<file path="src/rtl/channel_arbiter.sv">
// Round-robin arbiter: N two-phase input channels onto one two-phase output; 1-edge grant latency.
// A flit is held on out_data/out_req until out_ack matches out_req, with no timeout.
module channel_arbiter #(
  parameter int N    = 4,
  parameter int SIZE = 8
) (
  input  logic              clk,
  input  logic              reset,
  input  logic [N-1:0]      in_req,
  output logic [N-1:0]      in_ack,
  input  logic [N*SIZE-1:0] in_data,
  output logic              out_req,
  input  logic              out_ack,
  output logic [SIZE-1:0]   out_data,
  output logic [2:0]        grant_id,
  output logic              busy
);

  localparam logic [0:0] IDLE = 1'b0;
  localparam logic [0:0] BUSY = 1'b1;

  logic [0:0]      state;
  logic [2:0]      last_grant;
  logic [N-1:0]    pending;
  logic [N-1:0]    ack_flip;
  logic            win_vld;
  logic [2:0]      win_idx;
  logic [3:0]      cand;
  logic [SIZE-1:0] win_data;

  assign pending = in_req ^ in_ack;
  assign busy    = (state == BUSY);

  // Walk offsets 1..N from the last grant; the first pending candidate wins.
  always_comb begin
    win_vld = 1'b0;
    win_idx = '0;
    cand    = '0;
    for (int k = 1; k <= N; k++) begin
      cand = {1'b0, last_grant} + 4'(k);
      if (cand >= 4'(N))
        cand = cand - 4'(N);
      for (int i = 0; i < N; i++) begin
        if (!win_vld && pending[i] && (cand == 4'(i))) begin
          win_vld = 1'b1;
          win_idx = 3'(i);
        end
      end
    end
  end

  always_comb begin
    win_data = '0;
    for (int i = 0; i < N; i++) begin
      if (win_idx == 3'(i))
        win_data = in_data[i*SIZE +: SIZE];
    end
  end

  always_comb begin
    ack_flip = '0;
    for (int i = 0; i < N; i++)
      ack_flip[i] = (grant_id == 3'(i));
  end

  always_ff @(posedge clk or posedge reset) begin
    if (reset) begin
      state      <= IDLE;
      out_req    <= 1'b0;
      out_data   <= '0;
      in_ack     <= '0;
      grant_id   <= '0;
      last_grant <= 3'(N - 1);
    end else if (state == IDLE) begin
      if (win_vld) begin
        out_data <= win_data;
        out_req  <= ~out_req;
        grant_id <= win_idx;
        state    <= BUSY;
      end
    end else begin
      if (out_ack == out_req) begin
        in_ack     <= in_ack ^ ack_flip;
        last_grant <= grant_id;
        state      <= IDLE;
      end
    end
  end

endmodule

</file>
<file path="config.mk">
export PLATFORM = sky130hd
export DESIGN_NAME = channel_arbiter
export DESIGN_NICKNAME = d
export VERILOG_FILES = /design/src/rtl/channel_arbiter.sv
export SDC_FILE = /design/constraint.sdc
export NUM_CORES = 1
export LEC_CHECK = 0
export CORE_MARGIN = 10
export CORE_UTILIZATION = 35
export CTS_CLUSTER_DIAMETER = 40
export DETAILED_ROUTE_END_ITERATION = 12
export HOLD_SLACK_MARGIN = 0.12
export PLACE_DENSITY = 0.71
export REMOVE_ABC_BUFFERS = 1
export SLEW_MARGIN = 20
export SYNTH_ARGS = -nofsm -noshare
export SYNTH_HDL_FRONTEND = slang
export SYNTH_SLANG_ARGS = --single-unit
</file>
<file path="constraint.sdc">
create_clock -name clk -period 4.83 [get_ports clk]
set_input_delay 0.966 -clock clk [delete_from_list [all_inputs] [get_ports clk]]
set_output_delay 0.966 -clock clk [all_outputs]
set_load 0.01 [all_outputs]
</file>
==> results of run 1 <==
## through the flow
stage               setup WS [ps]  instances
finish                       1800        208
global route                 1580        208
CTS                          1790        208
detailed placement           1460        204
global placement             1530        204
floorplan                    2230        106
## Yosys cell counts, types with 2 or more instances
cell       instances
dfrtp_1           16
nand3_1            3
a21oi_2            2
a21o_1             2
a221oi_2           2
buf_6              2
o21ai_0            3
a21oi_1           10
dfstp_2            2
nand2_1            3
nor3_1             2
a221o_1            2
o22ai_1            7
xor2_1             4
inv_1              4
xnor2_1            5
mux2_1             7
xor2_2             2
o2bb2ai_1          7
nor2_1            12
o221ai_1           2
## critical path: stages
cell	delay [ps]
clkdlybuf4s50_1	440
xnor2_2	340
o221ai_1	210
a21oi_2	560
nand2_1	320
o22ai_1	250
a21oi_1	90
## power breakdown
part           switching (uW)  leakage, uW  internal [uW]  total (uW)
combinational             392     0.000440            358         750
sequential               91.5     0.000202            239         331
clock                    45.7    0.0000150           32.0        77.8
total                     529     0.000656            629        1160
## layout by cell type, fill, tap and decap left out, types with 4 or more instances in the layout
cell / instances
a21oi_1: 10
clkdlybuf4s50_1: 54
dfrtp_1: 16
inv_1: 4
mux2_1: 7
nor2_1: 12
o22ai_1: 7
o2bb2ai_1: 7
xnor2_1: 5
xor2_1: 4
## cells by family after synthesis
kind of cell	Yosys count
other	1
xor gates and xnor gates	12
and+or+nand+nor	24
buffers and inverters	8
muxes	8
DFF	18
AOI/OAI and AO/OA	39
## worst min-delay path by stage
stage | end | cells past startpoint | startpoint
after floorplan | last_grant[1]$_DFFE_PP1P_ | 2 | last_grant[1]$_DFFE_PP1P_
after global placement | out_data[0]$_DFFE_PP0P_ | 1 | out_data[0]$_DFFE_PP0P_
after detailed placement | out_data[0]$_DFFE_PP0P_ | 1 | out_data[0]$_DFFE_PP0P_
after CTS | out_data[0]$_DFFE_PP0P_ | 1 | out_data[0]$_DFFE_PP0P_
after global routing | out_req$_DFFE_PP0P_ | 1 | out_req$_DFFE_PP0P_
final | out_data[0]$_DFFE_PP0P_ | 1 | out_data[0]$_DFFE_PP0P_
## sequential cells by signal, summed over array words and instances (netlist names)
signal      cells
busy            1
grant_id        2
in_ack          4
last_grant      2
out_data        8
out_req         1
## routing by layer
layer / vias up / GRT usage / part of all wire
li1: 515 / - / -
met1: 489 / 0.132 / 0.41
met2: 32 / 0.226 / 0.55
met3: 4 / 0.0165 / 0.026
met4: 0 / 0.0409 / 0.016
met5: - / 0 / 0
## final cells by class
| cell class | count | share of cell area |
|---|---|---|
| multi-input cells | 84 | 0.360 |
| repair buffers | 54 | 0.318 |
| flip-flops and latches | 18 | 0.266 |
| well taps | 44 | 0.0324 |
| clock buffers | 4 | 0.0154 |
| inverters | 4 | 0.00882 |
==> results.yml, run 1 <==
status:
  status: "finished clean"
synthesis:
  synth_xor_area_frac: 0.114
  synth_fa_ha_area_frac: 0
  seq_area_frac_synth: 0.406
  synthSimpleGateAreaFrac: 0.0965
  synth_compound_area_frac: 0.255
  synthMuxAreaShare: 0.0797
  synth_top_family_by_area: "compound AO/OA/AOI/OAI gates"
  synth_area_sq_mm: 0.00111
  netlist-cell-type-count: 32
  synth-edff-count: 0
  synthFlopType: "dfrtp_1"
  ys_async_sr_fraction: 1.00
  synthCells: 110
  syn_avg_cell_area_sq_um: 10.1
  synth_top_cell_by_area: "dfrtp_1"
  ys_warn_count: 0
  synth_top_area_share: 0.359
  ys_ff_latch: 18
  synth_area_leaders: "dfrtp_1 (36%), mux2_1 (7.1%), o2bb2ai_1 (5.5%)"
floorplanning:
  num_rows: 20
  die_height_um: 76.4
  dieArea_sq_mm: 0.00584
  start_util: 0.365
  coreArea_sq_mm: 0.00305
  die_w_um: 76.4
  ios: 56
timing:
  max_slew_margin: 0.461
  setup_viol: 0
  min_period_over_period: 0.628
  fmax_mhz: 330
  worst_slew_pin_slew_ps: 808
  drv_slew: 0
  whs_ps: 524
  final.setup_skew_ps: 6.33
  final.min_clock_period_ps: 3030
  fin_setup_tns_ps: 0
  hold_violations: 0
  rsz0062_at_grt: "false"
clocking:
  ctsHoldBuffers: 0
  clk_pin_slew_ps: 110
  cts_tree: "done"
  cts_setup_buffers: 0
  cts_root_buffer: "clkbuf_4"
  cts-buffers-inserted: 3
  cts.sinks: 18
  cts_resized: 0
  clock_latency_ps: 290
  clock_path_buffers: 2
  h-tree-depth: 1
job:
  cap_violations: 0
critical_path:
  setup.worst_path.start: "in_req[3]"
  crit_required_ps: 4970
  r2r-start: "in_ack[3]$_DFFE_PP0P_"
  critical_path_class: "primary input to flip-flop"
  cp_data_arrival_time_ps: 3180
  endpoint: "out_data[1]$_DFFE_PP0P_"
  critPathCaptureType: "flip-flop"
  cp-start-kind: "primary input"
  path_max_fanout: 12
  r2r_end: "out_data[1]$_DFFE_PP0P_"
  worst_r2r_path_depth: 6
  r2r_slack_ps: 2440
place:
  place_area_sq_mm: 0.00168
  io_buffer_count: 54
  hpwlAfterDp_um: 2920
  gp_congestion: 0.739
power:
  power_density_mw_per_mm2: 681
  irDropWorstVdd_mv: 0.330
  leakage_uw: 0.000656
  power_uw: 1160
layout:
  multiInputGateArea_sq_um: 612
  drive_gt1_frac: 0.0854
  n_antenna_cell: 0
  ff_latch_area_sq_um: 453
  area_delta_synth_final_pct: 52.6
  nNetsFinal: 204
  fill_cells: 299
  final_area_sq_mm: 0.00170
  final_util: 0.557
global_routing:
  grt_pass1_wl_um: 5820
  grt_usage: 0.120
  grt_antenna_before_repair: 0
  grt-ovfl-total: 0
  grt_pass1_vias: 1163
  grt_max_degree: 19
route:
  first_pass_iters: 4
  vias_per_cell: 5.00
  vias: 1040
  postRouteAntennaNets: 0
  drtIter0Drc: 72
  wire_per_inst_um: 16.9
  wirelength_um: 3520
  drc: 0
worst_hold_path:
  worst_hold_path_type: "flip-flop to flip-flop"
No activity file was read; power rests on OpenSTA's default activity.
==> run 2: changes to the inputs <==
--- a/config.mk
+++ b/config.mk
@@ -10,7 +10,7 @@
 export CTS_CLUSTER_DIAMETER = 40
 export DETAILED_ROUTE_END_ITERATION = 12
 export HOLD_SLACK_MARGIN = 0.12
-export PLACE_DENSITY = 0.71
+export PLACE_DENSITY = 0.73
 export REMOVE_ABC_BUFFERS = 1
 export SLEW_MARGIN = 20
 export SYNTH_ARGS = -nofsm -noshare
==> constraint.sdc (replaced) <==
create_clock -name clk -period 2.7 [get_ports clk]
set_input_delay 0.54 -clock clk [delete_from_list [all_inputs] [get_ports clk]]
set_output_delay 0.54 -clock clk [all_outputs]
set_load 0.01 [all_outputs]
==> run 2 against run 1 <==
Final cell count rose by 3.8%. Total power rose by 95%. Sequential power rose by 78%. Cell area rose by 4.3%. Sequential share of layout area fell by 1.1 points. Core utilization rose by 2.4 points. Global-route usage rose by 0.072 points. First-iteration DRC count fell by 8.3%. Clock power rose by 85%. Critical path type unchanged. Critical endpoint is now out_data[0]$_DFFE_PP0P_. Largest power group unchanged. Highest routed layer unchanged.
==> results.yml, run 2 (synthesized netlist as in run 1, its figures left out) <==
status:
  status: "finished clean"
floorplanning:
  start_util: 0.365
  ios: 56
  coreArea_sq_mm: 0.00305
  num_rows: 20
  dieArea_sq_mm: 0.00584
  die_height_um: 76.4
  die_w_um: 76.4
route:
  vias_per_cell: 5.12
  wirelength_um: 3620
  drtIter0Drc: 66
  first_pass_iters: 4
  drc: 0
  vias: 1105
  postRouteAntennaNets: 0
  wire_per_inst_um: 16.8
critical_path:
  crit_required_ps: 2900
  cpPeakStageDelay_ps: 550
  r2r_slack_ps: 740
  critical_path_class: "primary input to flip-flop"
  cp_data_arrival_time_ps: 2460
  path_buf_inv: 2
  crit_chain: "clkdlybuf4s50_1 > xor2_2 > o221ai_1 > a21oi_2 > buf_12 > mux2i_1 > o21ai_1 > a221o_1"
  critPathSlowestCell: "clkdlybuf4s50_1"
  crit_family: "compound AO/OA/AOI/OAI gates"
  cp-start-kind: "primary input"
  path_max_fanout: 12
  critPathCaptureType: "flip-flop"
timing:
  setup_viol: 0
  rsz0062_at_grt: "false"
  fin_setup_tns_ps: 0
  worst_slew_pin_slew_ps: 728
  final.setup_skew_ps: 15.1
  fmax_mhz: 442
  min_period_over_period: 0.838
  drv_slew: 0
  hold_violations: 0
  max_slew_margin: 0.514
  final.min_clock_period_ps: 2260
global_routing:
  grt_usage: 0.121
  grt_pass1_wl_um: 5950
  grt_max_degree: 19
  grt_antenna_before_repair: 0
  grt_pass1_vias: 1143
  grt-ovfl-total: 0
clocking:
  clock_path_buffers: 2
  cts.sinks: 18
  clock_latency_ps: 300
  cts_setup_buffers: 0
  cts_root_buffer: "clkbuf_4"
  cts_resized: 0
  cts-buffers-inserted: 3
  h-tree-depth: 1
  ctsHoldBuffers: 0
  cts_tree: "done"
  clk_pin_slew_ps: 120
place:
  io_buffer_count: 54
  hpwlAfterDp_um: 2960
  dp.cells: 212
  gp_congestion: 0.839
layout:
  area_delta_synth_final_pct: 59.1
  n_antenna_cell: 0
  reg_top3: "out_data x8, in_ack x4"
  nNetsFinal: 212
  final_cells: 216
  final_cell_mix: "clkdlybuf4s50_1 (54), dfrtp_1 (16), nor2_1 (12)"
  fill_cells: 283
  final_common_cell: "clkdlybuf4s50_1"
  drive_gt1_frac: 0.128
  regMostFlops: "out_data"
  largest_reg_flops: 8
worst_hold_path:
  worst_hold_path_type: "flip-flop to flip-flop"
power:
  leakage_uw: 0.000700
  irDropWorstVdd_mv: 0.502
  power_density_mw_per_mm2: 1270
job:
  cap_violations: 0
-- run 2: cell type report --
cell class	instances	area, sq um	area share
repair buffers	62	613	0.346
multi-input cells	84	612	0.345
flip-flops and latches	18	453	0.255
well taps	44	55.1	0.0310
clock buffers	4	26.3	0.0148
inverters	4	15.0	0.00846
-- run 2: final timing paths --
| kind | startpoint | to | depth (start not counted) |
|---|---|---|---|
| setup / recovery | in_req[2] | out_data[0]$_DFFE_PP0P_ | 8 |
| hold / removal | out_req$_DFFE_PP0P_ | out_req$_DFFE_PP0P_ | 1 |
| setup reg to reg | in_ack[2]$_DFFE_PP0P_ | out_data[0]$_DFFE_PP0P_ | 7 |
| hold reg to reg | out_req$_DFFE_PP0P_ | out_req$_DFFE_PP0P_ | 1 |
| max in group asynchronous | reset | in_ack[3]$_DFFE_PP0P_ | 2 |
| min in group asynchronous | reset | out_data[6]$_DFFE_PP0P_ | 2 |
-- run 2: routing by layer --
metal,share of wire,vias up,GRT usage
li1,-,525,-
met1,0.42,539,0.147
met2,0.51,37,0.204
met3,0.056,4,0.0224
met4,0.017,0,0.0465
met5,0,-,0
-- run 2: report_power, final --
part | total, uW | switching, uW | internal, uW
sequential | 588 | 160 | 428
combinational | 1520 | 739 | 784
clock | 144 | 86.7 | 57.4
-- run 2: through the flow --
step / power, uW / setup WS, ps / instance area, sq um / hold slack, ps / utilization
after floorplan: 1420 / 523 / 1080 / 477 / -
after global placement: 2080 / 198 / 1750 / 499 / 0.573
after detailed placement: 2120 / 108 / 1750 / 508 / 0.573
after CTS: 2270 / 433 / 1770 / 525 / 0.581
after global routing: 2420 / 324 / 1770 / 543 / 0.581
final: 2260 / 438 / 1770 / 518 / 0.581
==> run 3: changes to the inputs <==
==> constraint.sdc (replaced) <==
create_clock -name clk -period 2 [get_ports clk]
set_input_delay 0.4 -clock clk [delete_from_list [all_inputs] [get_ports clk]]
set_output_delay 0.4 -clock clk [all_outputs]
set_load 0.01 [all_outputs]
==> run 3 against run 2 <==
Critical path depth down 1. Wire length up 8.1%. Cell area up 9.3%. Clock skew down 11 ps. Total power up 56%. Sequential share of layout area down 1.9 points. First-iteration DRC count up 17%. Worst setup slack worse by 380 ps. Combinational power up 61%. Clock power up 59%. Register-to-register slack worse by 690 ps. Global-route usage up 0.063 points. Critical endpoint is now out_data[6]$_DFFE_PP0P_. Largest cell class is now multi-input combinational cells.
==> results.yml, run 3 (synthesized netlist as in run 1, its figures left out) <==
critical_path:
  critPathCaptureType: "flip-flop"
  cp-start-kind: "flip-flop"
  critical_path_class: "flip-flop to flip-flop"
  r2r-start: "in_ack[3]$_DFFE_PP0P_"
  cp_data_arrival_time_ps: 2140
  r2r_slack_ps: 50
  crit_required_ps: 2190
  cpPeakStageDelay_ps: 470
  critPathSlowestCell: "dfrtp_2"
  setup.worst_path.start: "in_ack[3]$_DFFE_PP0P_"
  path_max_fanout: 6
  crit_chain: "xnor2_4 > o221ai_2 > a21oi_2 > bufbuf_16 > mux2_1 > o22ai_2 > a21oi_1"
route:
  postRouteAntennaNets: 0
  wire_per_inst_um: 17.5
  first_pass_iters: 4
  wirelength_um: 3920
  drtIter0Drc: 77
  drc: 0
  vias: 1120
  vias_per_cell: 5.00
clocking:
  clk_pin_slew_ps: 110
  cts-buffers-inserted: 3
  clock_path_buffers: 2
  cts.sinks: 18
  cts_root_buffer: "clkbuf_4"
  h-tree-depth: 1
  cts_tree: "done"
  clock_latency_ps: 290
floorplanning:
  die_w_um: 76.4
  die_height_um: 76.4
  num_rows: 20
  start_util: 0.365
  coreArea_sq_mm: 0.00305
  dieArea_sq_mm: 0.00584
  ios: 56
layout:
  final_cell_mix: "clkdlybuf4s50_1 (50), buf_4 (15), nor2_1 (12), dfrtp_1 (12), a21oi_1 (10)"
  final_util: 0.635
  area_delta_synth_final_pct: 74.0
  final_common_cell: "clkdlybuf4s50_1"
  fill_cells: 280
  largest_reg_flops: 8
  regMostFlops: "out_data"
  n_antenna_cell: 0
  reg_top3: "out_data x8, in_ack x4"
  nNetsFinal: 220
  drive_gt1_frac: 0.250
  final_area_sq_mm: 0.00194
timing:
  fin_setup_tns_ps: 0
  min_period_over_period: 0.973
  rsz0062_at_grt: "true"
  hold_violations: 0
  final.setup_skew_ps: 4.14
  drv_slew: 0
  setup_viol: 0
  final.min_clock_period_ps: 1950
  fmax_mhz: 514
place:
  io_buffer_count: 54
  place_area_sq_mm: 0.00179
  hpwlAfterDp_um: 3010
  gp_congestion: 0.800
global_routing:
  grt_antenna_before_repair: 0
  grt_pass1_wl_um: 5910
  grt_max_degree: 19
  grt-ovfl-total: 0
  grt_usage: 0.121
  grt_pass1_vias: 1164
power:
  irDropWorstVdd_mv: 0.750
  power_density_mw_per_mm2: 1810
  leakage_uw: 0.000777
  power_uw: 3510
job:
  cap_violations: 0
status:
  status: "finished clean"
worst_hold_path:
  worst_hold_path_type: "primary input to asynchronous set/reset pin"
-- run 3: report_power, final --
group          internal (uW)  switching, uW  total, uW
sequential               586            239        825
combinational           1330           1120       2450
clock                    111            119        229
-- run 3: cell type report --
cell class,count,area (sq um),area share
flip-flops and latches,18,458,0.236
well taps,44,55.1,0.0284
multi-input cells,84,694,0.358
clock buffers,4,36.3,0.0187
inverters,4,15.0,0.00774
repair buffers,70,681,0.351
-- run 3: per-stage QoR --
step	hold slack [ps]	std cells	setup WS, ps
global placement	498	218	-332
floorplan	337	106	-135
finish	416	224	53.3
global route	422	224	-52.2
detailed placement	510	218	-424
CTS	423	224	14.0
-- run 3: final timing paths --
| kind | endpoint | depth (start not counted) |
|---|---|---|
| hold / removal | grant_id[0]$_DFFE_PP0P_ | 3 |
| setup reg to reg | out_data[6]$_DFFE_PP0P_ | 7 |
| setup / recovery | out_data[6]$_DFFE_PP0P_ | 7 |
| hold reg to reg | in_ack[0]$_DFFE_PP0P_ | 1 |
| max in group asynchronous | last_grant[0]$_DFFE_PP1P_ | 3 |
| min in group clk | in_ack[0]$_DFFE_PP0P_ | 1 |
-- run 3: what timing repair did --
action	in CTS	in global routing
setup endpoints to repair	8	8
hold buffers	0	0
cloned	1	0
pin swaps	6	8
gates resized for setup	10	10
buffers inserted	1	1
-- run 3: worst max-delay path: cells and delay by family (launching register included) --
family	cells	cell delay, ps
AO/OA/AOI/OAI	4	500
multiplexers	1	340
buffers and inverters	1	280
XOR/XNOR	1	250
flip-flops	1	470
-- run 3: layer usage --
metal,global-route usage,share of wire,vias up
met2,0.219,0.53,30
met4,0.0446,0.015,0
met1,0.140,0.42,545
li1,-,-,541
met3,0.0165,0.033,4
met5,0,0,-
